File: config.mk
export PLATFORM = sky130hd
export DESIGN_NAME = seq_detect_param_flat
export DESIGN_NICKNAME = d
export VERILOG_FILES = /design/src/rtl/seq_det_pkg.sv /design/src/rtl/seq_det_if.sv /design/src/rtl/seq_det_cmp.sv /design/src/rtl/seq_detect_param.sv /design/src/flat_wrapper.sv
export SDC_FILE = /design/constraint.sdc
export NUM_CORES = 1
export LEC_CHECK = 0
export CAP_MARGIN = 30
export CELL_PAD_IN_SITES_DETAIL_PLACEMENT = 1
export CELL_PAD_IN_SITES_GLOBAL_PLACEMENT = 2
export CORE_MARGIN = 4
export CORE_UTILIZATION = 30
export DETAILED_ROUTE_END_ITERATION = 16
export PLACE_DENSITY_LB_ADDON = 0.1
export SETUP_SLACK_MARGIN = 0.2
export SLEW_MARGIN = 15
export SYNTH_ARGS = -nofsm -noshare
export SYNTH_HDL_FRONTEND = slang
export SYNTH_SLANG_ARGS = --single-unit
File: constraint.sdc
create_clock -name clk -period 3.15 [get_ports clk]
set_input_delay 0.4725 -clock clk [delete_from_list [all_inputs] [get_ports clk]]
set_output_delay 0.4725 -clock clk [all_outputs]
set_load 0.03 [all_outputs]
File: src/rtl/seq_det_pkg.sv
// Shared constants, active-configuration struct and length validity helper
// for the parametrised serial pattern detector.
package seq_det_pkg;

   localparam int                  SD_MAX_LEN     = 8;
   localparam logic [SD_MAX_LEN-1:0] SD_DEF_PATTERN = 8'b0001_0010;
   localparam int                  SD_DEF_LEN     = 5;
   localparam logic                SD_DEF_OVERLAP = 1'b1;

   // Storage caps for the config struct; instances may use MAX_LEN 2..31.
   localparam int SD_PAT_CAP   = 32;
   localparam int SD_LEN_CAP_W = 6;

   typedef struct packed {
      logic [SD_PAT_CAP-1:0]   pat;
      logic [SD_LEN_CAP_W-1:0] len;
      logic                    ovl;
   } cfg_t;

   // A length outside 1..max_len can never produce a hit.
   function automatic logic len_ok(input logic [SD_LEN_CAP_W-1:0] len, input int max_len);
      return (len != '0) && (int'(len) <= max_len);
   endfunction

endpackage

File: src/rtl/seq_det_if.sv
// Config + serial-stream bundle of the pattern detector.
// match_cnt/cnt_clr are present only when SEQ_DET_CNT_EN is defined.
interface seq_det_if #(
   parameter int MAX_LEN = 8,
   parameter int LEN_W   = $clog2(MAX_LEN+1)
`ifdef SEQ_DET_CNT_EN
   , parameter int CNT_W = 16
`endif
) ();

   logic               cfg_we;
   logic [MAX_LEN-1:0] cfg_pattern;
   logic [LEN_W-1:0]   cfg_len;
   logic               cfg_overlap;
   logic               in_valid;
   logic               data_in;
   logic               match;
`ifdef SEQ_DET_CNT_EN
   logic               cnt_clr;
   logic [CNT_W-1:0]   match_cnt;
`endif

   modport master (
      output cfg_we, cfg_pattern, cfg_len, cfg_overlap, in_valid, data_in,
      input  match
`ifdef SEQ_DET_CNT_EN
      , output cnt_clr
      , input  match_cnt
`endif
   );

   modport slave (
      input  cfg_we, cfg_pattern, cfg_len, cfg_overlap, in_valid, data_in,
      output match
`ifdef SEQ_DET_CNT_EN
      , input  cnt_clr
      , output match_cnt
`endif
   );

endinterface

File: src/rtl/seq_det_cmp.sv
// Masked compare of the post-shift history against the low len pattern bits.
module seq_det_cmp #(
   parameter int MAX_LEN = 8,
   parameter int LEN_W   = $clog2(MAX_LEN+1)
) (
   input  logic [MAX_LEN-1:0] hist_n_i,
   input  logic [MAX_LEN-1:0] pat_i,
   input  logic [LEN_W-1:0]   len_i,
   input  logic               len_vld_i,
   input  logic [LEN_W-1:0]   fill_n_i,
   output logic               hit_o
);

   logic [MAX_LEN-1:0] mask;

   always_comb begin
      mask = '0;
      for (int i = 0; i < MAX_LEN; i++)
         mask[i] = (LEN_W'(i) < len_i);
   end

   assign hit_o = len_vld_i && (fill_n_i >= len_i) && (((hist_n_i ^ pat_i) & mask) == '0);

endmodule

File: src/rtl/seq_detect_param.sv
// Runtime-configurable serial bit-pattern detector with registered match pulse.
// Optional saturating match counter built only when SEQ_DET_CNT_EN is defined.
module seq_detect_param
   import seq_det_pkg::*;
#(
   parameter int               MAX_LEN     = SD_MAX_LEN,
   parameter int               LEN_W       = $clog2(MAX_LEN+1),
   parameter logic [MAX_LEN-1:0] DEF_PATTERN = MAX_LEN'(SD_DEF_PATTERN),
   parameter logic [LEN_W-1:0] DEF_LEN     = LEN_W'(SD_DEF_LEN),
   parameter logic             DEF_OVERLAP = SD_DEF_OVERLAP
`ifdef SEQ_DET_CNT_EN
   , parameter int             CNT_W       = 16
`endif
) (
   input logic      clk,
   input logic      rst_n,
   seq_det_if.slave bus
);

   localparam cfg_t CFG_RST = '{pat: SD_PAT_CAP'(DEF_PATTERN),
                                len: SD_LEN_CAP_W'(DEF_LEN),
                                ovl: DEF_OVERLAP};

   logic [MAX_LEN-1:0] hist_q, hist_d, hist_n;
   logic [LEN_W-1:0]   fill_q, fill_d, fill_n;
   cfg_t               cfg_q, cfg_d;
   logic               match_q, match_d;
   logic               accept, len_vld, hit;
   logic               cfg_unused;

   // A config write wins over a bit presented in the same cycle.
   assign accept     = bus.in_valid & ~bus.cfg_we;
   assign hist_n     = {hist_q[MAX_LEN-2:0], bus.data_in};
   assign fill_n     = (fill_q >= LEN_W'(MAX_LEN)) ? fill_q : fill_q + LEN_W'(1);
   assign len_vld    = len_ok(cfg_q.len, MAX_LEN);
   assign cfg_unused = ^cfg_q.pat[SD_PAT_CAP-1:MAX_LEN];

   seq_det_cmp #(.MAX_LEN(MAX_LEN), .LEN_W(LEN_W)) u_cmp (
      .hist_n_i  (hist_n),
      .pat_i     (cfg_q.pat[MAX_LEN-1:0]),
      .len_i     (cfg_q.len[LEN_W-1:0]),
      .len_vld_i (len_vld),
      .fill_n_i  (fill_n),
      .hit_o     (hit)
   );

   always_comb begin
      hist_d  = hist_q;
      fill_d  = fill_q;
      cfg_d   = cfg_q;
      match_d = 1'b0;
      if (bus.cfg_we) begin
         cfg_d.pat = SD_PAT_CAP'(bus.cfg_pattern);
         cfg_d.len = SD_LEN_CAP_W'(bus.cfg_len);
         cfg_d.ovl = bus.cfg_overlap;
         fill_d    = '0;
      end else if (accept) begin
         hist_d  = hist_n;
         match_d = hit;
         // Non-overlapping mode forgets the history consumed by this match.
         fill_d  = (hit && !cfg_q.ovl) ? '0 : fill_n;
      end
   end

   always_ff @(posedge clk or negedge rst_n) begin
      if (!rst_n) begin
         hist_q  <= '0;
         fill_q  <= '0;
         cfg_q   <= CFG_RST;
         match_q <= 1'b0;
      end else begin
         hist_q  <= hist_d;
         fill_q  <= fill_d;
         cfg_q   <= cfg_d;
         match_q <= match_d;
      end
   end

   assign bus.match = match_q;

`ifdef SEQ_DET_CNT_EN
   logic [CNT_W-1:0] cnt_q, cnt_d;

   // Clear and hit together leave a count of one.
   always_comb begin
      cnt_d = cnt_q;
      if (bus.cnt_clr)
         cnt_d = CNT_W'(accept & hit);
      else if (accept && hit && (cnt_q != '1))
         cnt_d = cnt_q + CNT_W'(1);
   end

   always_ff @(posedge clk or negedge rst_n) begin
      if (!rst_n) cnt_q <= '0;
      else        cnt_q <= cnt_d;
   end

   assign bus.match_cnt = cnt_q;
`endif

endmodule

File: src/flat_wrapper.sv
// flat-port wrapper written by rule: the top's interface ports become plain ports
module seq_detect_param_flat import seq_det_pkg::*;
#(
   parameter int               MAX_LEN     = SD_MAX_LEN,
   parameter int               LEN_W       = $clog2(MAX_LEN+1),
   parameter logic [MAX_LEN-1:0] DEF_PATTERN = MAX_LEN'(SD_DEF_PATTERN),
   parameter logic [LEN_W-1:0] DEF_LEN     = LEN_W'(SD_DEF_LEN),
   parameter logic             DEF_OVERLAP = SD_DEF_OVERLAP

)
  (clk, rst_n, bus_cfg_we, bus_cfg_pattern, bus_cfg_len, bus_cfg_overlap, bus_in_valid, bus_data_in, bus_match);
  seq_det_if #(.MAX_LEN(MAX_LEN), .LEN_W(LEN_W)) bus_i ();
  input logic clk;
  input logic rst_n;
  input wire logic [$bits(bus_i.cfg_we)-1:0] bus_cfg_we;
  input wire logic [$bits(bus_i.cfg_pattern)-1:0] bus_cfg_pattern;
  input wire logic [$bits(bus_i.cfg_len)-1:0] bus_cfg_len;
  input wire logic [$bits(bus_i.cfg_overlap)-1:0] bus_cfg_overlap;
  input wire logic [$bits(bus_i.in_valid)-1:0] bus_in_valid;
  input wire logic [$bits(bus_i.data_in)-1:0] bus_data_in;
  output wire logic [$bits(bus_i.match)-1:0] bus_match;
  assign bus_i.cfg_we = bus_cfg_we;
  assign bus_i.cfg_pattern = bus_cfg_pattern;
  assign bus_i.cfg_len = bus_cfg_len;
  assign bus_i.cfg_overlap = bus_cfg_overlap;
  assign bus_i.in_valid = bus_in_valid;
  assign bus_i.data_in = bus_data_in;
  assign bus_match = bus_i.match;
  seq_detect_param #(.MAX_LEN(MAX_LEN), .LEN_W(LEN_W), .DEF_PATTERN(DEF_PATTERN), .DEF_LEN(DEF_LEN), .DEF_OVERLAP(DEF_OVERLAP)) u_core (.clk(clk), .rst_n(rst_n), .bus(bus_i));
endmodule
==> results of run 1 <==
==> critical path: cells and delay by family, from the launching register on <==
family                     cells  cell delay [ps]
adders and majority gates      2              560
AOI/OAI and AO/OA              5              760
buffers and inverters          1               60
muxes                          1              290
DFF                            1              440
==> power by group through the flow <==
stage	combinational [mW]	clock (mW)	sequential (mW)
2_1_floorplan	0.144	0	0.421
3_3_place_gp	0.201	0	0.431
3_5_place_dp	0.208	0	0.432
4_1_cts	0.209	0.211	0.427
5_1_grt	0.227	0.225	0.435
6_report	0.203	0.199	0.425
==> metrics by stage <==
step	power (mW)	setup WS (ps)	hold slack [ps]
floorplan	0.565	1130	177
global placement	0.632	1020	514
detailed placement	0.640	918	518
CTS	0.846	909	542
global route	0.887	774	550
finish	0.828	928	536
==> placed cells by master (no fill, tap or decap), types with 3 or more instances in the layout <==
| cell | instances |
|---|---|
| xor2_1 | 5 |
| o21ai_1 | 4 |
| a21oi_1 | 6 |
| nand2_1 | 11 |
| o21ai_0 | 5 |
| dfstp_2 | 5 |
| nor2_1 | 4 |
| mux2_2 | 16 |
| clkbuf_8 | 3 |
| inv_1 | 7 |
| nand2b_1 | 4 |
| dfrtp_1 | 20 |
| xnor2_1 | 5 |
| clkdlybuf4s50_1 | 18 |
| ha_1 | 6 |
==> how the worst max path moves through the flow <==
stage / start / to / slack, ps / cells after the start
4_1_cts: u_core.fill_q[0] / u_core.fill_q[3] / 910 / 9
3_5_place_dp: u_core.fill_q[0] / u_core.fill_q[3] / 920 / 9
2_1_floorplan: u_core.fill_q[0] / u_core.fill_q[3] / 1130 / 9
5_1_grt: u_core.fill_q[0] / u_core.fill_q[0] / 770 / 9
6_report: u_core.fill_q[0] / u_core.fill_q[3] / 930 / 9
3_3_place_gp: u_core.fill_q[0] / u_core.fill_q[0] / 1020 / 9
==> kinds of logic after synthesis <==
logic type	after synthesis	synth area share, %
DFF	25	49.2
and+or+nand+nor	22	8.37
adders and majority gates	6	5.84
buffers and inverters	10	2.92
xor gates and xnor gates	10	6.82
muxes	18	15.8
AOI/OAI and AO/OA	22	11.1
==> area by class of cell <==
class,instances,share of cell area (%)
sequential,25,40.0
inverter,7,1.66
multi-input combinational,78,39.0
clock buffer,3,2.61
tap,50,3.96
clock inverter,1,0.475
timing repair buffer,20,12.4
==> sequential cells by signal, indices dropped and copies added (netlist names) <==
signal            count
u_core.hist_q         7
u_core.bus.match      1
u_core.cfg_q         13
u_core.fill_q         4
==> layer usage <==
metal  track usage (%)  vias to the layer above  wire length, µm
li1                  -                      431                -
met1              14.9                      421             1260
met2              19.5                        9             1370
met3              2.05                        2               62
met4              3.02                        0               10
met5                 0                        -                0
==> flow_metrics.env, run 1 <==
export IMPL_outcome="complete, no violations"
export IMPL_synth_top_cells_by_count="20 x dfrtp_1, 16 x mux2_2, 11 x nand2_1, 7 x inv_1"
export IMPL_antenna_found_initial=0
export IMPL_postRouteAntennaNets=0
export IMPL_timing_rr_end="u_core.fill_q[3]"
export IMPL_ctsHoldBuffers=0
export IMPL_clockBufferDepth=2
export IMPL_p_sw_share_pct=29.8
export IMPL_die_h_um=73.4
export IMPL_drt_pre_antenna_iters=4
export IMPL_design_portCount=19
export IMPL_synth_seq_area_share_pct=49.2
export IMPL_synth_area_um2=1280
export IMPL_dpl_cell_count=180
export IMPL_slowest_delay_ps=440
export IMPL_route_detailed_drc=0
export IMPL_pwr_share_comb_pct=24.6
export IMPL_syn_nets=137
export IMPL_fin_nets=159
export IMPL_ys_warnings_count=0
export IMPL_postSynthCellCount=113
export IMPL_die_x_um=73.4
export IMPL_fmaxAchievable_mhz=450
export IMPL_nFillCells=443
export IMPL_clockRootBuffer="clkbuf_8"
export IMPL_min_path_cells=1
export IMPL_dp_hpwl_mm=2.11
export IMPL_coreArea_um2=4060
export IMPL_hp_start="u_core.cfg_q[7]"
export IMPL_intPower_mw=0.582
export IMPL_viasPerCell=4.69
export IMPL_grt_overflow_total=0
export IMPL_cts_resized=0
export IMPL_tns_ps=0
export IMPL_cap_violations=0
export IMPL_path_cells="inv_1 -> ha_1 -> mux2_2 -> ha_1 -> a21oi_1 -> o21ai_0 -> o211ai_2 -> o31ai_2 -> o21ai_1"
export IMPL_required_ps=3310
export IMPL_row_count=23
export IMPL_rsz0062_at_grt="no"
export IMPL_gp_congestion=0.694
export IMPL_routed_wl_mm=2.71
export IMPL_cpMostUsedCell="ha_1"
export IMPL_start_util_pct=31.7
export IMPL_tightest_slew_ps=432
export IMPL_ys_seq_elements=25
export IMPL_grt_pass1_vias=960
export IMPL_critPathSlowestCell="dfrtp_1"
export IMPL_multi_input_area_um2=616
export IMPL_clkPwrFrac_pct=24.1
export IMPL_setup_viol=0
export IMPL_clock_sinks=25
export IMPL_avgSynthCellArea_um2=11.4
export IMPL_placed_area_um2=1530
export IMPL_port_buffers=18
export IMPL_cts_tree="yes"
export IMPL_pwr_share_seq_pct=51.4
export IMPL_layout_min_cycle_time_ps=2220
export IMPL_path_clk_slew_ps=100
export IMPL_grtUsageTotal_pct=11.5
export IMPL_num_vias=863
export IMPL_critPathMaxFanout=5
export IMPL_finalNonFillerCells=184
export IMPL_slew_violations=0
export IMPL_grt_max_degree=26
export IMPL_critical_path_class="flip-flop to flip-flop"
export IMPL_critical_path_arrival_ps=2380
export IMPL_post_synth_top_area_cell="dfrtp_1"
export IMPL_hold_end="u_core.cfg_q[7]"
export IMPL_wire_per_inst_um=14.7
export IMPL_async_reset_ff_share_pct=100
export IMPL_r2r_cells=9
export IMPL_post_cts_buffers=0
export IMPL_drive_gt1_share_pct=23.9
export IMPL_synth_edf_count=0
export IMPL_grt_first_pass_wirelength_mm=4.75
export IMPL_num_antenna_cells=0
export IMPL_drt_iter0_drc=24
export IMPL_hold_viol=0
export IMPL_relSlewSlack_pct=71.2
export IMPL_numCtsBuffers=3
export IMPL_yosys_area_top_type_share_pct=38.9
export IMPL_postLayoutCellArea_um2=1580
export IMPL_seqCellArea_um2=632
export IMPL_synth_distinct_cells=23
export IMPL_period_share_pct=70.5
export IMPL_rrSetupSlack_ps=930
export IMPL_ir_drop_mv=0.289
export IMPL_h_tree_depth=1
export IMPL_cp_start_kind="flip-flop"
export IMPL_yosysMostFrequentCell="dfrtp_1"
export IMPL_die_area_um2=5390
export IMPL_areaGrowthSynthToFinish_pct=23.0
export IMPL_clock_latency_ps=270
export IMPL_p_leak_nw=0.667
export IMPL_synth_flop_cell="dfrtp_1"
export IMPL_skew_ps=6.09
export IMPL_end_kind="flip-flop"
export IMPL_p_per_area_nw_per_um2=524
export IMPL_reg2reg_from="u_core.fill_q[0]"
export IMPL_utilization_pct=38.9
export IMPL_synthTopCellsByArea="dfrtp_1 39%, mux2_2 14%, dfstp_2 10%"
export IMPL_power_switching_mw=0.247
export IMPL_holdCritPathClass="flip-flop to flip-flop"
Note: power is estimated with default switching activity, not from simulation.
==> run 2: changes to the inputs <==
==> constraint.sdc (replaced) <==
create_clock -name clk -period 2.3 [get_ports clk]
set_input_delay 0.345 -clock clk [delete_from_list [all_inputs] [get_ports clk]]
set_output_delay 0.345 -clock clk [all_outputs]
set_load 0.03 [all_outputs]
==> flow_metrics.env, run 2 (synthesis gave the netlist of run 1 again) <==
export IMPL_slew_violations=0
export IMPL_die_area_um2=5390
export IMPL_cts_tree="yes"
export IMPL_timing_rr_end="u_core.fill_q[0]"
export IMPL_postRouteAntennaNets=0
export IMPL_top_regs="u_core.cfg_q: 13 flops, u_core.hist_q: 7 flops, u_core.fill_q: 4 flops"
export IMPL_h_tree_depth=1
export IMPL_path_clk_slew_ps=90
export IMPL_clock_sinks=25
export IMPL_utilization_pct=39.8
export IMPL_clockBufferDepth=2
export IMPL_cp_start_kind="flip-flop"
export IMPL_critical_path_arrival_ps=2220
export IMPL_seqCellArea_um2=632
export IMPL_antenna_found_initial=0
export IMPL_critPathMaxFanout=3
export IMPL_die_h_um=73.4
export IMPL_reg2reg_from="u_core.fill_q[0]"
export IMPL_setup_viol=0
export IMPL_relSlewSlack_pct=73.7
export IMPL_tns_ps=0
export IMPL_period_share_pct=90.0
export IMPL_coreArea_um2=4060
export IMPL_required_ps=2450
export IMPL_rsz0062_at_grt="yes"
export IMPL_holdCritPathClass="primary input to async pin"
export IMPL_clock_latency_ps=270
export IMPL_grt_pass1_vias=981
export IMPL_port_buffers=18
export IMPL_layout_min_cycle_time_ps=2070
export IMPL_fin_nets=161
export IMPL_p_per_area_nw_per_um2=703
export IMPL_drt_iter0_drc=25
export IMPL_dp_hpwl_mm=2.08
export IMPL_num_antenna_cells=0
export IMPL_num_vias=888
export IMPL_end_kind="flip-flop"
export IMPL_viasPerCell=4.77
export IMPL_worst_slack_ps=229
export IMPL_nFillCells=459
export IMPL_outcome="complete, no violations"
export IMPL_ir_drop_mv=0.249
export IMPL_route_detailed_drc=0
export IMPL_multi_input_area_um2=639
export IMPL_row_count=23
export IMPL_hold_viol=0
export IMPL_tightest_slew_ps=394
export IMPL_gp_congestion=0.685
export IMPL_grt_overflow_total=0
export IMPL_largest_reg_flops=13
export IMPL_largest_register="u_core.cfg_q"
export IMPL_skew_ps=8.48
export IMPL_design_portCount=19
export IMPL_final_cell_mix="20 x dfrtp_1, 18 x clkdlybuf4s50_1, 15 x mux2_2"
export IMPL_critical_path_class="flip-flop to flip-flop"
export IMPL_p_leak_nw=0.683
export IMPL_place_ws_ps=46.6
export IMPL_wire_per_inst_um=14.6
export IMPL_clockRootBuffer="clkbuf_8"
export IMPL_fmaxAchievable_mhz=483
export IMPL_numCtsBuffers=3
export IMPL_r2r_cells=9
export IMPL_grt_max_degree=26
export IMPL_drt_pre_antenna_iters=3
export IMPL_finalPower_mw=1.14
export IMPL_final_common_cell="dfrtp_1"
export IMPL_grt_first_pass_wirelength_mm=4.68
export IMPL_grtUsageTotal_pct=11.4
export IMPL_hold_ws_ps=432
export IMPL_drive_gt1_share_pct=26.5
export IMPL_cap_violations=0
export IMPL_routed_wl_mm=2.71
export IMPL_start_util_pct=31.7
export IMPL_rrSetupSlack_ps=230
export IMPL_die_x_um=73.4
export IMPL_areaGrowthSynthToFinish_pct=25.7
## run 2: worst max path at each step
stage | start | endpoint | cells after the start
2_1_floorplan | u_core.fill_q[0] | u_core.fill_q[3] | 9
3_3_place_gp | u_core.fill_q[0] | u_core.fill_q[0] | 9
3_5_place_dp | u_core.fill_q[0] | u_core.fill_q[3] | 9
4_1_cts | u_core.fill_q[0] | u_core.fill_q[3] | 9
5_1_grt | u_core.fill_q[0] | u_core.fill_q[0] | 9
6_report | u_core.fill_q[0] | u_core.fill_q[0] | 9
## run 2: per-layer routing
layer  share of wire, %  vias to the layer above  GRT usage (%)
met2                 53                       10           19.9
met4                1.3                        0           3.82
met3                2.6                        5           2.46
li1                   -                      430              -
met5                  0                        -              0
met1                 43                      443           13.7
## run 2: layout make-up
cell class	instances	area share (%)
repair buffers	22	13.0
flip-flops and latches	25	39.1
clock buffers	4	2.79
inverters	7	1.63
multi-input cells	78	39.6
well taps	50	3.87
## run 2: per-stage QoR
step                std cells  cell area [µm²]
detailed placement        180             1530
floorplan                 113             1280
finish                    186             1620
global placement          180             1530
global route              186             1620
CTS                       186             1590
## run 2: power breakdown
group	leakage [nW]	internal (mW)	switching (mW)
combinational	0.361	0.168	0.128
clock	0.0228	0.124	0.133
sequential	0.299	0.519	0.0627
## run 2: critical path, stage by stage, from the launching register on
cell,delay [ps]
dfrtp_1,360
inv_1,50
ha_1,290
mux2_4,300
ha_4,270
a21oi_2,50
o21ai_2,140
o211ai_2,140
o31ai_2,260
o21ai_1,100
## run 2: what timing repair did
| item | CTS | global route |
|---|---|---|
| setup endpoints to repair | 5 | 4 |
| setup buffers | 2 | 0 |
| hold buffers | 0 | 0 |
| resized for setup | 1 | 4 |
| pin swaps | 0 | 1 |
==> run 3: changes to the inputs <==
--- a/config.mk
+++ b/config.mk
@@ -13,6 +13,7 @@
 export DETAILED_ROUTE_END_ITERATION = 16
 export PLACE_DENSITY_LB_ADDON = 0.1
 export SETUP_SLACK_MARGIN = 0.2
+export SKIP_LAST_GASP = 1
 export SLEW_MARGIN = 15
 export SYNTH_ARGS = -nofsm -noshare
 export SYNTH_HDL_FRONTEND = slang
==> constraint.sdc (replaced) <==
create_clock -name clk -period 2.55 [get_ports clk]
set_input_delay 0.3825 -clock clk [delete_from_list [all_inputs] [get_ports clk]]
set_output_delay 0.3825 -clock clk [all_outputs]
set_load 0.03 [all_outputs]
==> flow_metrics.env, run 3 (synthesis gave the netlist of run 1 again) <==
export IMPL_outcome="complete, no violations"
export IMPL_tightest_slew_ps=394
export IMPL_top_regs="u_core.cfg_q: 13 flops, u_core.hist_q: 7 flops, u_core.fill_q: 4 flops"
export IMPL_port_buffers=18
export IMPL_design_portCount=19
export IMPL_reg2reg_from="u_core.fill_q[0]"
export IMPL_coreArea_um2=4060
export IMPL_nFillCells=458
export IMPL_clockRootBuffer="clkbuf_8"
export IMPL_cts_tree="yes"
export IMPL_relSlewSlack_pct=73.7
export IMPL_die_area_um2=5390
export IMPL_drt_iter0_drc=15
export IMPL_rrSetupSlack_ps=410
export IMPL_layout_min_cycle_time_ps=2140
export IMPL_critPathMaxFanout=5
export IMPL_die_h_um=73.4
export IMPL_top_usage_layer="met2"
export IMPL_ctsHoldBuffers=0
export IMPL_start_util_pct=31.7
export IMPL_grt_pass1_vias=964
export IMPL_rsz0062_at_grt="no"
export IMPL_viasPerCell=4.78
export IMPL_antenna_found_initial=0
export IMPL_route_detailed_drc=0
export IMPL_grtUsageTotal_pct=11.2
export IMPL_final_common_cell="dfrtp_1"
export IMPL_areaGrowthSynthToFinish_pct=23.4
export IMPL_drt_pre_antenna_iters=4
export IMPL_largest_register="u_core.cfg_q"
export IMPL_numCtsBuffers=3
export IMPL_final_cell_mix="19 x dfrtp_1, 18 x clkdlybuf4s50_1, 16 x mux2_2"
export IMPL_end_kind="flip-flop"
export IMPL_cap_violations=0
export IMPL_multi_input_area_um2=616
export IMPL_num_vias=885
export IMPL_critical_path_arrival_ps=2280
export IMPL_wire_per_inst_um=14.0
export IMPL_routed_wl_mm=2.60
export IMPL_fin_nets=160
export IMPL_h_tree_depth=1
export IMPL_timing_rr_end="u_core.fill_q[3]"
export IMPL_utilization_pct=39.1
export IMPL_grt_util_met2_pct=19.5
export IMPL_tns_ps=0
export IMPL_skew_ps=8.72
export IMPL_slew_violations=0
export IMPL_critical_path_class="flip-flop to flip-flop"
export IMPL_r2r_cells=9
export IMPL_gp_congestion=0.685
export IMPL_seqCellArea_um2=633
export IMPL_largest_reg_flops=13
export IMPL_required_ps=2690
export IMPL_cp_start_kind="flip-flop"
export IMPL_use_met1_pct=13.6
export IMPL_postRouteAntennaNets=0
export IMPL_path_clk_slew_ps=90
export IMPL_clock_latency_ps=270
export IMPL_hold_viol=0
export IMPL_period_share_pct=83.9
export IMPL_die_x_um=73.4
export IMPL_grt_first_pass_wirelength_mm=4.60
export IMPL_grt_overflow_total=0
export IMPL_clock_sinks=25
export IMPL_p_per_area_nw_per_um2=635
export IMPL_p_leak_nw=0.672
export IMPL_grt_max_degree=26
export IMPL_setup_viol=0
export IMPL_clockBufferDepth=2
export IMPL_dp_hpwl_mm=2.08
export IMPL_row_count=23
export IMPL_drive_gt1_share_pct=24.4
export IMPL_holdCritPathClass="primary input to async pin"
export IMPL_fmaxAchievable_mhz=468
export IMPL_num_antenna_cells=0
export IMPL_grt_util_met3_pct=2.33
export IMPL_ir_drop_mv=0.227
==> run 3: per-layer routing <==
metal,vias up,wire [µm]
li1,429,-
met1,441,1120
met2,10,1370
met3,5,71
met4,0,35
met5,-,0
==> run 3: worst max path at each step <==
stage	start	to
after detailed placement	u_core.fill_q[0]	u_core.fill_q[3]
final	u_core.fill_q[0]	u_core.fill_q[3]
after global placement	u_core.fill_q[0]	u_core.fill_q[0]
after global routing	u_core.fill_q[0]	u_core.fill_q[3]
after floorplan	u_core.fill_q[0]	u_core.fill_q[3]
after CTS	u_core.fill_q[0]	u_core.fill_q[3]
==> run 3: stage by stage <==
| stage | worst slack, ps | power [mW] | hold WS [ps] | area [µm²] | std cells |
|---|---|---|---|---|---|
| 3_5_place_dp | 297 | 0.789 | 520 | 1530 | 180 |
| 3_3_place_gp | 436 | 0.781 | 513 | 1530 | 180 |
| 5_1_grt | 254 | 1.08 | 497 | 1590 | 185 |
| 4_1_cts | 275 | 1.03 | 480 | 1580 | 184 |
| 2_1_floorplan | 528 | 0.698 | 86.9 | 1280 | 113 |
| 6_report | 411 | 1.01 | 469 | 1590 | 185 |
==> run 3: where the power goes <==
group	leakage, nW	total, mW	switching, mW	internal (mW)
Sequential	0.298	0.526	0.0584	0.468
Combinational	0.352	0.248	0.106	0.142
Clock	0.0228	0.232	0.120	0.112
==> run 3: cell type report <==
type                    instances  share of cell area [%]
clock buffers                   4                    2.84
well taps                      50                    3.95
flip-flops and latches         25                    39.9
multi-input cells              78                    38.8
repair buffers                 21                    12.8
inverters                       7                    1.66
==> run 3: repair_timing <==
| action | CTS | global route |
|---|---|---|
| gates resized for setup | 0 | 2 |
| endpoints found under the setup margin | 0 | 2 |
| setup buffers | 0 | 1 |
==> run 3: worst max-delay path, stage by stage (launching register included) <==
cell and delay [ps]:
dfrtp_2 410, inv_1 50, ha_1 280, mux2_2 280, ha_1 280, a21oi_1 60, o21ai_1 170, o211ai_2 150
o31ai_2 250, o21ai_1 90
